File: config.mk
export PLATFORM = sky130hd
export DESIGN_NAME = cmd_status_bridge_flat
export DESIGN_NICKNAME = d
export VERILOG_FILES = /design/src/rtl/cmd_status_bridge_if.sv /design/src/rtl/cmd_status_bridge.sv /design/src/flat_wrapper.sv
export SDC_FILE = /design/constraint.sdc
export NUM_CORES = 1
export LEC_CHECK = 0
export ABC_AREA = 1
export ABC_CLOCK_PERIOD_IN_PS = 5500
export CAP_MARGIN = 0
export CORE_MARGIN = 2
export CORE_UTILIZATION = 55
export CTS_CLUSTER_DIAMETER = 60
export DETAILED_ROUTE_END_ITERATION = 8
export GPL_ROUTABILITY_DRIVEN = 0
export PLACE_DENSITY = 0.95
export SYNTH_ARGS = -nofsm -noshare
export SYNTH_HDL_FRONTEND = slang
export SYNTH_SLANG_ARGS = --single-unit
File: constraint.sdc
create_clock -name i_clk -period 5.5 [get_ports i_clk]
set_clock_uncertainty 0.2 [all_clocks]
set_input_delay 1.1 -clock i_clk [delete_from_list [all_inputs] [get_ports i_clk]]
set_output_delay 1.1 -clock i_clk [all_outputs]
set_load 0.02 [all_outputs]
File: src/rtl/cmd_status_bridge_if.sv
// Bus bundle for cmd_status_bridge: per-channel command/status ports plus the shared bus side.
// The o_error_count member is present only when CMD_STATUS_BRIDGE_ERRCNT_EN is defined.
interface cmd_status_bridge_if #(
  parameter int unsigned CHANNELS  = 4,
  parameter int unsigned CMD_WIDTH = 8,
  parameter int unsigned DEPTH     = 8
);
  logic [CHANNELS-1:0]           i_cmd_valid;
  logic [CHANNELS-1:0]           o_cmd_ready;
  logic [CHANNELS-1:0]           i_cmd_op;
  logic [CHANNELS*CMD_WIDTH-1:0] i_cmd_data;
  logic                          o_bus_cmd_valid;
  logic                          i_bus_cmd_ready;
  logic                          o_bus_cmd_op;
  logic [CMD_WIDTH-1:0]          o_bus_cmd_data;
  logic                          i_bus_status_valid;
  logic                          o_bus_status_ready;
  logic                          i_bus_status;
  logic [CHANNELS-1:0]           o_status_valid;
  logic [CHANNELS-1:0]           i_status_ready;
  logic                          o_status;
  logic [$clog2(DEPTH+1)-1:0]    o_outstanding;
  logic                          o_orphan;
`ifdef CMD_STATUS_BRIDGE_ERRCNT_EN
  logic [15:0]                   o_error_count;
`endif

  // Bridge side
  modport slave (
    input  i_cmd_valid, i_cmd_op, i_cmd_data, i_bus_cmd_ready,
    input  i_bus_status_valid, i_bus_status, i_status_ready,
    output o_cmd_ready, o_bus_cmd_valid, o_bus_cmd_op, o_bus_cmd_data,
    output o_bus_status_ready, o_status_valid, o_status, o_outstanding,
    output o_orphan
`ifdef CMD_STATUS_BRIDGE_ERRCNT_EN
    , output o_error_count
`endif
  );

  // Client/bus environment side
  modport master (
    output i_cmd_valid, i_cmd_op, i_cmd_data, i_bus_cmd_ready,
    output i_bus_status_valid, i_bus_status, i_status_ready,
    input  o_cmd_ready, o_bus_cmd_valid, o_bus_cmd_op, o_bus_cmd_data,
    input  o_bus_status_ready, o_status_valid, o_status, o_outstanding,
    input  o_orphan
`ifdef CMD_STATUS_BRIDGE_ERRCNT_EN
    , input o_error_count
`endif
  );
endinterface

File: src/rtl/cmd_status_bridge.sv
// N-channel round-robin command bridge with in-order status routing via an ID FIFO.
// Optional popped-error counter enabled by CMD_STATUS_BRIDGE_ERRCNT_EN.
module cmd_status_bridge #(
  parameter int unsigned CHANNELS  = 4,
  parameter int unsigned CMD_WIDTH = 8,
  parameter int unsigned DEPTH     = 8
) (
  input  logic                 i_clk,
  input  logic                 i_rst,
  cmd_status_bridge_if.slave   io
);
  localparam int unsigned CH_W  = (CHANNELS > 1) ? $clog2(CHANNELS) : 1;
  localparam int unsigned PTR_W = $clog2(DEPTH);
  localparam int unsigned CNT_W = $clog2(DEPTH+1);

  logic [CH_W-1:0]      last_grant_q, last_grant_d;
  logic                 bus_valid_q, bus_valid_d;
  logic                 bus_op_q, bus_op_d;
  logic [CMD_WIDTH-1:0] bus_data_q, bus_data_d;
  logic [CH_W-1:0]      fifo_q [DEPTH];
  logic [PTR_W-1:0]     wr_ptr_q, wr_ptr_d;
  logic [PTR_W-1:0]     rd_ptr_q, rd_ptr_d;
  logic [CNT_W-1:0]     count_q, count_d;
  logic                 orphan_q, orphan_d;

  logic                 found;
  logic [CH_W-1:0]      grant;
  logic                 sel_op;
  logic [CMD_WIDTH-1:0] sel_data;
  logic                 slot_free, fifo_full, fifo_empty, accept, push, pop;
  logic [CH_W-1:0]      head;
  int unsigned          idx;

  // Round-robin search beginning one past the last grant
  always_comb begin
    found    = 1'b0;
    grant    = '0;
    sel_op   = 1'b0;
    sel_data = '0;
    idx      = 0;
    for (int unsigned i = 0; i < CHANNELS; i++) begin
      idx = (32'(last_grant_q) + 1 + i) % CHANNELS;
      if (!found && io.i_cmd_valid[idx]) begin
        found    = 1'b1;
        grant    = CH_W'(idx);
        sel_op   = io.i_cmd_op[idx];
        sel_data = io.i_cmd_data[idx*CMD_WIDTH +: CMD_WIDTH];
      end
    end
  end

  assign fifo_empty = (count_q == '0);
  // Full blocks new commands even if a pop happens this same cycle
  assign fifo_full  = (count_q == CNT_W'(DEPTH));
  assign slot_free  = !bus_valid_q || io.i_bus_cmd_ready;
  assign accept     = slot_free && !fifo_full && found;
  assign push       = accept;
  assign head       = fifo_q[rd_ptr_q];
  assign pop        = !fifo_empty && io.i_bus_status_valid && io.i_status_ready[head];

  always_comb begin
    io.o_cmd_ready = '0;
    if (accept) io.o_cmd_ready[grant] = 1'b1;
  end

  // Empty FIFO: accept and drop any stray status
  always_comb begin
    io.o_status_valid     = '0;
    io.o_bus_status_ready = 1'b1;
    if (!fifo_empty) begin
      io.o_status_valid[head] = io.i_bus_status_valid;
      io.o_bus_status_ready   = io.i_status_ready[head];
    end
  end

  assign io.o_status        = io.i_bus_status;
  assign io.o_bus_cmd_valid = bus_valid_q;
  assign io.o_bus_cmd_op    = bus_op_q;
  assign io.o_bus_cmd_data  = bus_data_q;
  assign io.o_outstanding   = count_q;
  assign io.o_orphan        = orphan_q;

  always_comb begin
    bus_valid_d  = bus_valid_q;
    bus_op_d     = bus_op_q;
    bus_data_d   = bus_data_q;
    last_grant_d = last_grant_q;
    wr_ptr_d     = wr_ptr_q;
    rd_ptr_d     = rd_ptr_q;
    count_d      = count_q;
    orphan_d     = orphan_q | (fifo_empty & io.i_bus_status_valid);
    if (accept) begin
      bus_valid_d  = 1'b1;
      bus_op_d     = sel_op;
      bus_data_d   = sel_data;
      last_grant_d = grant;
      wr_ptr_d     = wr_ptr_q + PTR_W'(1);
    end else if (io.i_bus_cmd_ready) begin
      bus_valid_d = 1'b0;
    end
    if (pop) rd_ptr_d = rd_ptr_q + PTR_W'(1);
    case ({push, pop})
      2'b10:   count_d = count_q + CNT_W'(1);
      2'b01:   count_d = count_q - CNT_W'(1);
      default: count_d = count_q;
    endcase
  end

  always_ff @(posedge i_clk) begin
    if (push) fifo_q[wr_ptr_q] <= grant;
  end

  always_ff @(posedge i_clk) begin
    if (i_rst) begin
      bus_valid_q  <= 1'b0;
      bus_op_q     <= 1'b0;
      bus_data_q   <= '0;
      last_grant_q <= '0;
      wr_ptr_q     <= '0;
      rd_ptr_q     <= '0;
      count_q      <= '0;
      orphan_q     <= 1'b0;
    end else begin
      bus_valid_q  <= bus_valid_d;
      bus_op_q     <= bus_op_d;
      bus_data_q   <= bus_data_d;
      last_grant_q <= last_grant_d;
      wr_ptr_q     <= wr_ptr_d;
      rd_ptr_q     <= rd_ptr_d;
      count_q      <= count_d;
      orphan_q     <= orphan_d;
    end
  end

`ifdef CMD_STATUS_BRIDGE_ERRCNT_EN
  logic [15:0] err_cnt_q, err_cnt_d;

  always_comb begin
    err_cnt_d = err_cnt_q;
    if (pop && io.i_bus_status && (err_cnt_q != '1)) err_cnt_d = err_cnt_q + 16'd1;
  end

  always_ff @(posedge i_clk) begin
    if (i_rst) err_cnt_q <= '0;
    else       err_cnt_q <= err_cnt_d;
  end

  assign io.o_error_count = err_cnt_q;
`endif
endmodule

File: src/flat_wrapper.sv
// flat-port wrapper written by rule: the top's interface ports become plain ports
module cmd_status_bridge_flat 
#(
  parameter int unsigned CHANNELS  = 4,
  parameter int unsigned CMD_WIDTH = 8,
  parameter int unsigned DEPTH     = 8
)
  (i_clk, i_rst, io_i_cmd_valid, io_i_cmd_op, io_i_cmd_data, io_i_bus_cmd_ready, io_i_bus_status_valid, io_i_bus_status, io_i_status_ready, io_o_cmd_ready, io_o_bus_cmd_valid, io_o_bus_cmd_op, io_o_bus_cmd_data, io_o_bus_status_ready, io_o_status_valid, io_o_status, io_o_outstanding, io_o_orphan);
  cmd_status_bridge_if #(.CHANNELS(CHANNELS), .CMD_WIDTH(CMD_WIDTH), .DEPTH(DEPTH)) io_i ();
  input  logic i_clk;
  input  logic i_rst;
  input wire logic [$bits(io_i.i_cmd_valid)-1:0] io_i_cmd_valid;
  input wire logic [$bits(io_i.i_cmd_op)-1:0] io_i_cmd_op;
  input wire logic [$bits(io_i.i_cmd_data)-1:0] io_i_cmd_data;
  input wire logic [$bits(io_i.i_bus_cmd_ready)-1:0] io_i_bus_cmd_ready;
  input wire logic [$bits(io_i.i_bus_status_valid)-1:0] io_i_bus_status_valid;
  input wire logic [$bits(io_i.i_bus_status)-1:0] io_i_bus_status;
  input wire logic [$bits(io_i.i_status_ready)-1:0] io_i_status_ready;
  output wire logic [$bits(io_i.o_cmd_ready)-1:0] io_o_cmd_ready;
  output wire logic [$bits(io_i.o_bus_cmd_valid)-1:0] io_o_bus_cmd_valid;
  output wire logic [$bits(io_i.o_bus_cmd_op)-1:0] io_o_bus_cmd_op;
  output wire logic [$bits(io_i.o_bus_cmd_data)-1:0] io_o_bus_cmd_data;
  output wire logic [$bits(io_i.o_bus_status_ready)-1:0] io_o_bus_status_ready;
  output wire logic [$bits(io_i.o_status_valid)-1:0] io_o_status_valid;
  output wire logic [$bits(io_i.o_status)-1:0] io_o_status;
  output wire logic [$bits(io_i.o_outstanding)-1:0] io_o_outstanding;
  output wire logic [$bits(io_i.o_orphan)-1:0] io_o_orphan;
  assign io_i.i_cmd_valid = io_i_cmd_valid;
  assign io_i.i_cmd_op = io_i_cmd_op;
  assign io_i.i_cmd_data = io_i_cmd_data;
  assign io_i.i_bus_cmd_ready = io_i_bus_cmd_ready;
  assign io_i.i_bus_status_valid = io_i_bus_status_valid;
  assign io_i.i_bus_status = io_i_bus_status;
  assign io_i.i_status_ready = io_i_status_ready;
  assign io_o_cmd_ready = io_i.o_cmd_ready;
  assign io_o_bus_cmd_valid = io_i.o_bus_cmd_valid;
  assign io_o_bus_cmd_op = io_i.o_bus_cmd_op;
  assign io_o_bus_cmd_data = io_i.o_bus_cmd_data;
  assign io_o_bus_status_ready = io_i.o_bus_status_ready;
  assign io_o_status_valid = io_i.o_status_valid;
  assign io_o_status = io_i.o_status;
  assign io_o_outstanding = io_i.o_outstanding;
  assign io_o_orphan = io_i.o_orphan;
  cmd_status_bridge #(.CHANNELS(CHANNELS), .CMD_WIDTH(CMD_WIDTH), .DEPTH(DEPTH)) u_core (.i_clk(i_clk), .i_rst(i_rst), .io(io_i));
endmodule
### Word level (Yosys, flattened, before mapping)

Memories as Yosys holds them, arrays and structs flattened. A register that Yosys moved wholly into a read port is not among the register bits.
Index checks and enable logic that the tools add are counted.
W data, S select, Z words.

| storage, ports and cells | value |
|---|---|
| memories kept | 1 |
| word-level logic and storage cells | 102 |
| output and inout port bits | 25 |
| bits of input ports | 49 |
| memory bits (writable) | 16 |
| flip-flop bits (word level) | 23 |

Memories:

| name | depth | width | read ports | clocked after memory_dff | write ports | RTL line | RTL |
|---|---|---|---|---|---|---|---|
| u_core.fifo_q | 8 | 2 | 1 | 1 | 1 | cmd_status_bridge.sv:20 | `logic [CH_W-1:0] fifo_q [DEPTH];` |

| cells by class | value |
|---|---|
| order comparisons | 8 |
| $add $sub $neg | 8 |
| muxes and demuxes | 48 |
| reduce and logical (&&, ||, !) cells | 19 |
| shift operators | 4 |
| bitwise operators | 3 |
| equality and inequality tests | 3 |

Operators with widths:

| operator | number |
|---|---|
| $shiftx A32 B6 Y8 | 4 |
| $mux W8 | 4 |
| $mux W1 | 24 |
| $bmux W1 S2 | 9 |
| $lt A2 B3 Y1 const B | 6 |
| $logic_and A1 B1 Y1 | 9 |
| $mux W2 | 4 |
| $mux W4 | 2 |
| $pmux W4 S2 | 1 |
| $add A3 B1 Y3 const B | 2 |
| $logic_not A1 Y1 | 6 |
| $mux W3 | 2 |
| $add A2 B1 Y2 const B | 2 |
| $add A2 B2 Y2 const B | 2 |
| $add A4 B1 Y4 const B | 1 |
| $and A4 B4 Y4 | 1 |
| $demux W1 S2 | 2 |
| $eq A4 B4 Y1 const B | 1 |
| $ge A2 B1 Y1 const B | 2 |
| $logic_not A4 Y1 | 1 |
| $reduce_bool A2 Y1 | 2 |
| $sub A4 B1 Y4 const B | 1 |
| $eq A2 B1 Y1 const B | 1 |
| $eq A2 B2 Y1 const B | 1 |
| 3 further kinds | 3 |

### Logic depth before layout (Yosys ltp)

Gate-level depths: netlist (run 1).

| depth | value |
|---|---|
| depth after elaboration | 18 |
| mapped depth | 18 |
| depth with buffers taken out | 17 |

### Worst setup path after synthesis (run 1)

OpenSTA, ideal clock, no wires.

| path | value |
|---|---|
| path kind | input to output |
| start | in io_i_cmd_valid[3] |
| end | out io_o_cmd_ready[1] |
| path buffers | 2 |
| arrival time | 2,488 ps |
| setup slack | 1,712 ps |
| cell stages on the path | 10 |
| data required time | 4,200 ps |
| cell sequence | inv_1 > o21ai_0 > nand2_1 > nand2_4 > buf_6 > inv_2 > buf_6 > nand3_1 > nand2_2 > nor3_1 |

| on the way | value |
|---|---|
| longest elaborated chain between the ends | 17 |
| elaborated cells on any way between the ends | 29 |
| classes of those cells | 2 x order compare; 19 x mux; 8 x reduce/logical |

Ends and longest elaborated chain:

| item | RTL line | RTL |
|---|---|---|
| from (decl) | flat_wrapper.sv:12 | `input wire logic [$bits(io_i.i_cmd_valid)-1:0] io_i_cmd_valid;` |
| $bmux W1 S2 | cmd_status_bridge.sv:43 | `if (!found && io.i_cmd_valid[idx]) begin` |
| $mux W1 (not written as such) | cmd_status_bridge.sv:43 |  |
| $mux W1 | cmd_status_bridge.sv:43 |  |
| $logic_not A1 Y1 | cmd_status_bridge.sv:43 |  |
| $logic_and A1 B1 Y1 | cmd_status_bridge.sv:43 |  |
| $mux W1 | cmd_status_bridge.sv:43 |  |
| $logic_not A1 Y1 | cmd_status_bridge.sv:43 |  |
| $logic_and A1 B1 Y1 | cmd_status_bridge.sv:43 |  |
| $mux W1 | cmd_status_bridge.sv:43 |  |
| $logic_not A1 Y1 | cmd_status_bridge.sv:43 |  |
| $logic_and A1 B1 Y1 | cmd_status_bridge.sv:43 |  |
| $mux W2 | cmd_status_bridge.sv:43 |  |
| $lt A2 B3 Y1 (not written as such) / $ge A2 B1 Y1 (equally long branches) | cmd_status_bridge.sv:63 | `if (accept) io.o_cmd_ready[grant] = 1'b1;` |
| $logic_and A1 B1 Y1 (not written as such) | cmd_status_bridge.sv:63 |  |
| $mux W1 (not written as such) | cmd_status_bridge.sv:63 |  |
| $demux W1 S2 | n/a |  |
| $mux W4 * | cmd_status_bridge.sv:63 |  |
| to (decl) | flat_wrapper.sv:19 | `output wire logic [$bits(io_i.o_cmd_ready)-1:0] io_o_cmd_ready;` |

Mark *: on every way between the ends. The rest lies on a longest branch, timed or not. The select of a mux whose other input is x is not followed.

### Final worst setup path (run 1)

| path | value |
|---|---|
| start | in io_i_cmd_valid[1] |
| end | out io_o_cmd_ready[2] |

| on the way | value |
|---|---|
| longest elaborated chain between the ends | 17 |
| elaborated cells on any way between the ends | 29 |
| classes of those cells | 2 x order compare; 19 x mux; 8 x reduce/logical |

Ends and longest elaborated chain:

| item | RTL line | RTL |
|---|---|---|
| $bmux W1 S2 | cmd_status_bridge.sv:43 |  |
| $mux W1 (not written as such) | cmd_status_bridge.sv:43 |  |
| $mux W1 | cmd_status_bridge.sv:43 |  |
| $logic_not A1 Y1 | cmd_status_bridge.sv:43 |  |
| $logic_and A1 B1 Y1 | cmd_status_bridge.sv:43 |  |
| $mux W1 | cmd_status_bridge.sv:43 |  |
| $logic_not A1 Y1 | cmd_status_bridge.sv:43 |  |
| $logic_and A1 B1 Y1 | cmd_status_bridge.sv:43 |  |
| [... 2 more ...] | n/a |  |
| $logic_and A1 B1 Y1 | cmd_status_bridge.sv:43 |  |
| $mux W2 * | cmd_status_bridge.sv:43 |  |
| named net u_core.grant[0] | cmd_status_bridge.sv:27 | `logic [CH_W-1:0] grant;` |
| $lt A2 B3 Y1 (not written as such) / $ge A2 B1 Y1 (equally long branches) | cmd_status_bridge.sv:63 |  |
| $logic_and A1 B1 Y1 (not written as such) | cmd_status_bridge.sv:63 |  |
| $mux W1 (not written as such) | cmd_status_bridge.sv:63 |  |
| $demux W1 S2 * | n/a |  |
| $mux W4 * | cmd_status_bridge.sv:63 |  |

Mark *: on every way through the listed nets, which the timed path passes. The rest lies on a longest branch. The select of a mux whose other input is x is not followed.

==> impl_metrics.json, run 1 <==
{
  "cp_max_fo": 11,
  "start_util": 0.574,
  "ctsResizeCount": 0,
  "end_kind": "output port",
  "met1_usage": 0.324,
  "synth_cell_types": 31,
  "synth_flop_cell": "dfxtp_1",
  "diodes": 0,
  "syn2layout_area_growth_pct": 24.8,
  "drive_gt1_frac": 0.0547,
  "vias": 3438,
  "synth_edf_count": 16,
  "drc": 0,
  "crit_type": "primary input to output port",
  "grt_use_met2": 0.483,
  "yosysTopAreaCellShare": 0.186,
  "synth_most_common_cell": "nand2_1",
  "cp_data_required_time_ns": 4.20,
  "grt_pass1_vias": 3146,
  "rows": 27,
  "pin_count": 74,
  "cts_hold_buf": 0,
  "yosys-top-cells-count": "nand2_1 (159), o21ai_0 (80), inv_1 (60)",
  "syn-num-nets": 563,
  "worstPathArrival_ns": 3.76,
  "synthesis.instances": 509,
  "root_buffer": "clkbuf_8",
  "max_freq_ghz": 0.198,
  "ff2ff_setup_slack_ns": 2.23,
  "synth.avg_cell_area_um2": 6.29,
  "grt.busiest_layer": "met2",
  "yosys_warnings": 0,
  "grt_pass1_wl_mm": 13.7,
  "placed_area_um2": 3880,
  "worst-slew-pin-transition_ns": 0.625,
  "clk_latency_ns": 0.30,
  "start_kind": "primary input",
  "die_w_um": 80.3,
  "cts_tree": "yes",
  "hold_violations": 0,
  "ys_top_cells_by_area": "nand2_1 (19%), dfxtp_1 (16%), edfxtp_1 (15%), o21ai_0 (13%), inv_1 (7.0%)",
  "synth_area_um2": 3200,
  "clk_pin_slew_worst_paths_ns": 0.08,
  "p_leak_nw": 1.79,
  "timing.slew.headroom": 0.584,
  "cts_sinks": 42,
  "grt_max_degree": 40,
  "setup_viol": 0,
  "final_nets": 620,
  "max-vdd-ir-drop_v": 0.000370,
  "period_share": 0.920,
  "use_met3": 0.0360,
  "drt_iter0_markers": 264,
  "slew_viol_final": 0,
  "htreeDepth": 2,
  "cap_violations": 0,
  "die_h_um": 80.3,
  "core_um2": 5570,
  "cts_buffers": 5,
  "buffer_ports.inserted": 71,
  "synth-seq-cells": 42,
  "powerDensity_nw_per_um2": 619,
  "fin_area_um2": 4000,
  "wirelength_mm": 8.26,
  "netlist.top_cell.by_area": "nand2_1",
  "antenna_found_initial": 0,
  "timing.setup.tns_ns": 0,
  "timing.final.crit_period_ns": 5.06,
  "dieArea_um2": 6450,
  "hold_path.class": "register to register",
  "dp_hpwl_mm": 6.12,
  "synth_seq_area_share": 0.313,
  "total_power_w": 0.00247,
  "grt_setup_unrepaired": "false",
  "synthArstFlopShare": 0,
  "viasPerCell": 5.38,
  "wl_per_cell_um": 12.9,
  "clock_path_buffers": 2,
  "ant_nets": 0,
  "final_util": 0.717,
  "first_pass_iters": 5,
  "post_cts_buffers": 0,
  "grt.total_usage": 0.267,
  "grt_overflow": 0,
  "outcome": "completed"
}
-- layer usage --
layer  part of all wire  wire, um
met1               0.42      3490
met5                  0         0
met3              0.053       439
met2               0.50      4140
met4              0.022       182
-- registers in the layout, summed over array words and instances, names as in the netlist, named ones only --
signal                     cells
u_core.fifo_q                 16
u_core.io.o_bus_cmd_data       8
u_core.io.o_outstanding        4
u_core.rd_ptr_q                3
u_core.wr_ptr_q                3
u_core.last_grant_q            2
u_core.io.o_bus_cmd_op         1
u_core.io.o_bus_cmd_valid      1
u_core.io.o_orphan             1
-- power breakdown --
part	total (W)	internal, W	switching (W)
Sequential	0.000542	0.000465	0.0000774
Clock	0.000254	0.000148	0.000106
Combinational	0.00168	0.000578	0.00110
-- cell type report --
class / instances / area [um^2]
clock inverters: 1 / 30.0
fillers: 444 / 1580
repair buffers: 75 / 741
inverters: 64 / 243
flip-flops and latches: 42 / 1000
clock buffers: 7 / 86.3
well taps: 72 / 90.1
multi-input cells: 378 / 1810
-- cell families after synthesis --
family	count (synthesis)	share of synthesized area
fa+ha+maj	5	0.0195
simple gates	250	0.331
compound gates	117	0.195
flops	42	0.313
xor+xnor	6	0.0188
buf+inv	89	0.123
-- placed cells by master, fill, tap and decap left out, drive strengths merged --
cell type / count
nor3: 5
nand3: 29
o211ai: 9
nand4: 4
xor2: 4
or2: 1
clkdlybuf4s50: 71
nand3b: 1
nand2: 166
nor2: 44
clkbuf: 7
edfxtp: 16
inv: 64
buf: 4
a21oi: 11
ha: 5
o21ai: 96
a31oi: 1
dfxtp: 26
bufinv: 1
xnor2: 2
-- final timing paths --
check             cells after the start                         end          startpoint
setup reg to reg                     17  u_core.io.o_outstanding[3]            register
hold / removal                        2          u_core.io.o_orphan  u_core.io.o_orphan
hold reg to reg                       2          u_core.io.o_orphan  u_core.io.o_orphan
setup / recovery                     12           io_o_cmd_ready[2]   io_i_cmd_valid[1]
-- worst max-delay path: stages --
cell and delay, ns:
clkdlybuf4s50_1 0.45, inv_1 0.06, nand2_1 0.05, o21ai_1 0.10
o21ai_2 0.53, nor2_8 0.06, nand2_2 0.19, nand3_1 0.11
nand2_2 0.14, inv_1 0.16, nor2_1 0.17, clkdlybuf4s50_1 0.63
-- stage by stage --
step / std cells / hold slack [ns] / setup slack, ns
2_1_floorplan: 509 / 0.264 / 1.71
3_3_place_gp: 631 / 0.246 / 0.666
3_5_place_dp: 631 / 0.248 / 0.456
4_1_cts: 639 / 0.260 / 0.452
5_1_grt: 639 / 0.273 / 0.251
6_report: 639 / 0.256 / 0.441
No activity file was read; power rests on OpenSTA's default activity.
==> inputs of run 2 (changes only) <==
Settings changed: SETUP_SLACK_MARGIN from default to 0.1.
==> results of run 2 <==
No change in the layout: final DEF, timing and power equal those of run 1.
==> inputs of run 3 (changes only) <==
Settings changed: ABC_CLOCK_PERIOD_IN_PS 5500 to 4650, CORE_UTILIZATION 55 to 46, HOLD_SLACK_MARGIN from default to 0.15, PLACE_DENSITY 0.95 to 0.86.
Clock period 5.5 ns to 4.65 ns, I/O delays scaled along.
==> impl_metrics.json, run 3 (same netlist as run 1, synthesis figures left out) <==
{
  "outcome": "completed",
  "dp.cells": 642,
  "start_util": 0.474,
  "cp_common_cell": "nand2_1",
  "root_buffer": "clkbuf_8",
  "viasPerCell": 5.19,
  "cts_tree": "yes",
  "crit_type": "primary input to output port",
  "clk_latency_ns": 0.29,
  "cts_sinks": 42,
  "slowest_stage": "clkdlybuf4s50_1",
  "final_nets": 626,
  "hold_path.class": "register to register",
  "cp_data_required_time_ns": 3.52,
  "antenna_found_initial": 0,
  "drc": 0,
  "grt.total_usage": 0.204,
  "grt_setup_unrepaired": "true",
  "die_h_um": 87.4,
  "final_common_cell": "nand2_1",
  "critPathMaxStageDelay_ns": 0.60,
  "fin_area_um2": 4020,
  "grt_pass1_vias": 2977,
  "wirelength_mm": 7.74,
  "buffer_ports.inserted": 71,
  "period_share": 0.951,
  "diodes": 0,
  "num-fill-cells": 625,
  "drive_gt1_frac": 0.0611,
  "ant_nets": 0,
  "syn2layout_area_growth_pct": 25.5,
  "fin_ws_ns": 0.228,
  "placed_area_um2": 3910,
  "vias": 3390,
  "pin_count": 74,
  "cp_top_family": "simple AND/OR/NAND/NOR gates",
  "hold_violations": 0,
  "timing.slew.headroom": 0.594,
  "dp_hpwl_mm": 5.97,
  "grt_overflow": 0,
  "total_power_w": 0.00283,
  "regMostFlops": "u_core.fifo_q",
  "core_um2": 6760,
  "ff2ff_setup_slack_ns": 1.60,
  "htreeDepth": 2,
  "dpl_worst_slack_ns": 0.0979,
  "slew_viol_final": 0,
  "die_w_um": 87.4,
  "start_kind": "primary input",
  "timing.setup.tns_ns": 0,
  "wl_per_cell_um": 11.9,
  "clk_pin_slew_worst_paths_ns": 0.07,
  "final_cell_mix": "nand2_1 (159), o21ai_0 (80), clkdlybuf4s50_1 (68), inv_1 (60), nor2_1 (42)",
  "clock_path_buffers": 2,
  "drt_iter0_markers": 264,
  "powerDensity_nw_per_um2": 704,
  "crit_chain": "clkdlybuf4s50_1 > nand2_1 > o21ai_0 > nand2_1 > nand2_4 > nor2_8 > nand2_2 > nor2_4 > nand2_2 > nand3_2 > nand2_1 > nor2_1 > clkdlybuf4s50_1",
  "max-vdd-ir-drop_v": 0.000265,
  "end_kind": "output port",
  "timing.final.crit_period_ns": 4.42,
  "worstPathArrival_ns": 3.29,
  "final_cells": 653,
  "largest_register_ffs": 16,
  "grt_max_degree": 39,
  "dieArea_um2": 7640,
  "worst-slew-pin-transition_ns": 0.608,
  "cap_violations": 0,
  "first_pass_iters": 7,
  "max_freq_ghz": 0.226,
  "grt_pass1_wl_mm": 12.6,
  "cts_buffers": 5,
  "rows": 30,
  "p_leak_nw": 1.83,
  "setup_viol": 0,
  "path_buf_inv": 2,
  "cp_max_fo": 12
}
-- run 3: cell count changes in the layout (fill, tap and decap cells not counted), sizes merged --
cell	previous run	this run
buf	4	10
bufinv	1	0
clkbuf	7	8
clkdlybuf4s50	71	68
dlygate4sd2	0	1
dlymetal6s2s	0	2
-- run 3: final timing paths --
check,endpoint,cells after the start,from
max,io_o_cmd_ready[3],13,io_i_cmd_valid[2]
min reg2reg,u_core.io.o_orphan,2,u_core.io.o_orphan
min,u_core.io.o_orphan,2,u_core.io.o_orphan
max reg2reg,u_core.io.o_outstanding[3],17,register
-- run 3: cell type report --
class                      instances  area [um^2]  area share
tap                               80          100      0.0249
multi-input combinational        378         1810       0.449
timing repair buffer              81          790       0.196
clock buffer                       8         80.1      0.0199
inverter                          64          243      0.0604
sequential                        42         1000       0.249
-- run 3: power breakdown --
| group | total, W | switching, W | internal, W |
|---|---|---|---|
| registers | 0.000645 | 0.0000954 | 0.000550 |
| logic | 0.00196 | 0.00125 | 0.000710 |
| clock network | 0.000226 | 0.000119 | 0.000107 |
| total | 0.00283 | 0.00146 | 0.00137 |
-- run 3: routing by layer --
metal	wire, um	GRT usage
met4	127	0.0699
met3	454	0.0360
met2	3840	0.357
met1	3320	0.250
met5	0	0
-- run 3: what timing repair did --
item,4_1_cts,5_1_grt
setup buffers,0,3
resized for setup,1,2
hold buffers,0,0
hold endpoints to repair,0,0
pin swaps,0,1
endpoints found under the setup margin,1,3
-- run 3: through the flow --
step                      hold WS, ns   util
after global placement          0.240  0.579
after detailed placement        0.243  0.579
after CTS                       0.254  0.591
after floorplan                 0.264      -
after global routing            0.269  0.595
final                           0.250  0.595
-- run 3: worst reg2reg max path, stage by stage, from the launching register on --
cell	delay (ns)
dfxtp_1	0.48
inv_1	0.20
nand2_1	0.10
nand3_1	0.06
nand3_1	0.13
nand2_1	0.13
nand2_1	0.08
nand2_1	0.06
nand2_1	0.16
nand3_1	0.16
inv_1	0.11
ha_1	0.22
xor2_1	0.23
nand3_1	0.12
a21oi_1	0.13
o21ai_0	0.13
o21ai_0	0.17
a21oi_1	0.05
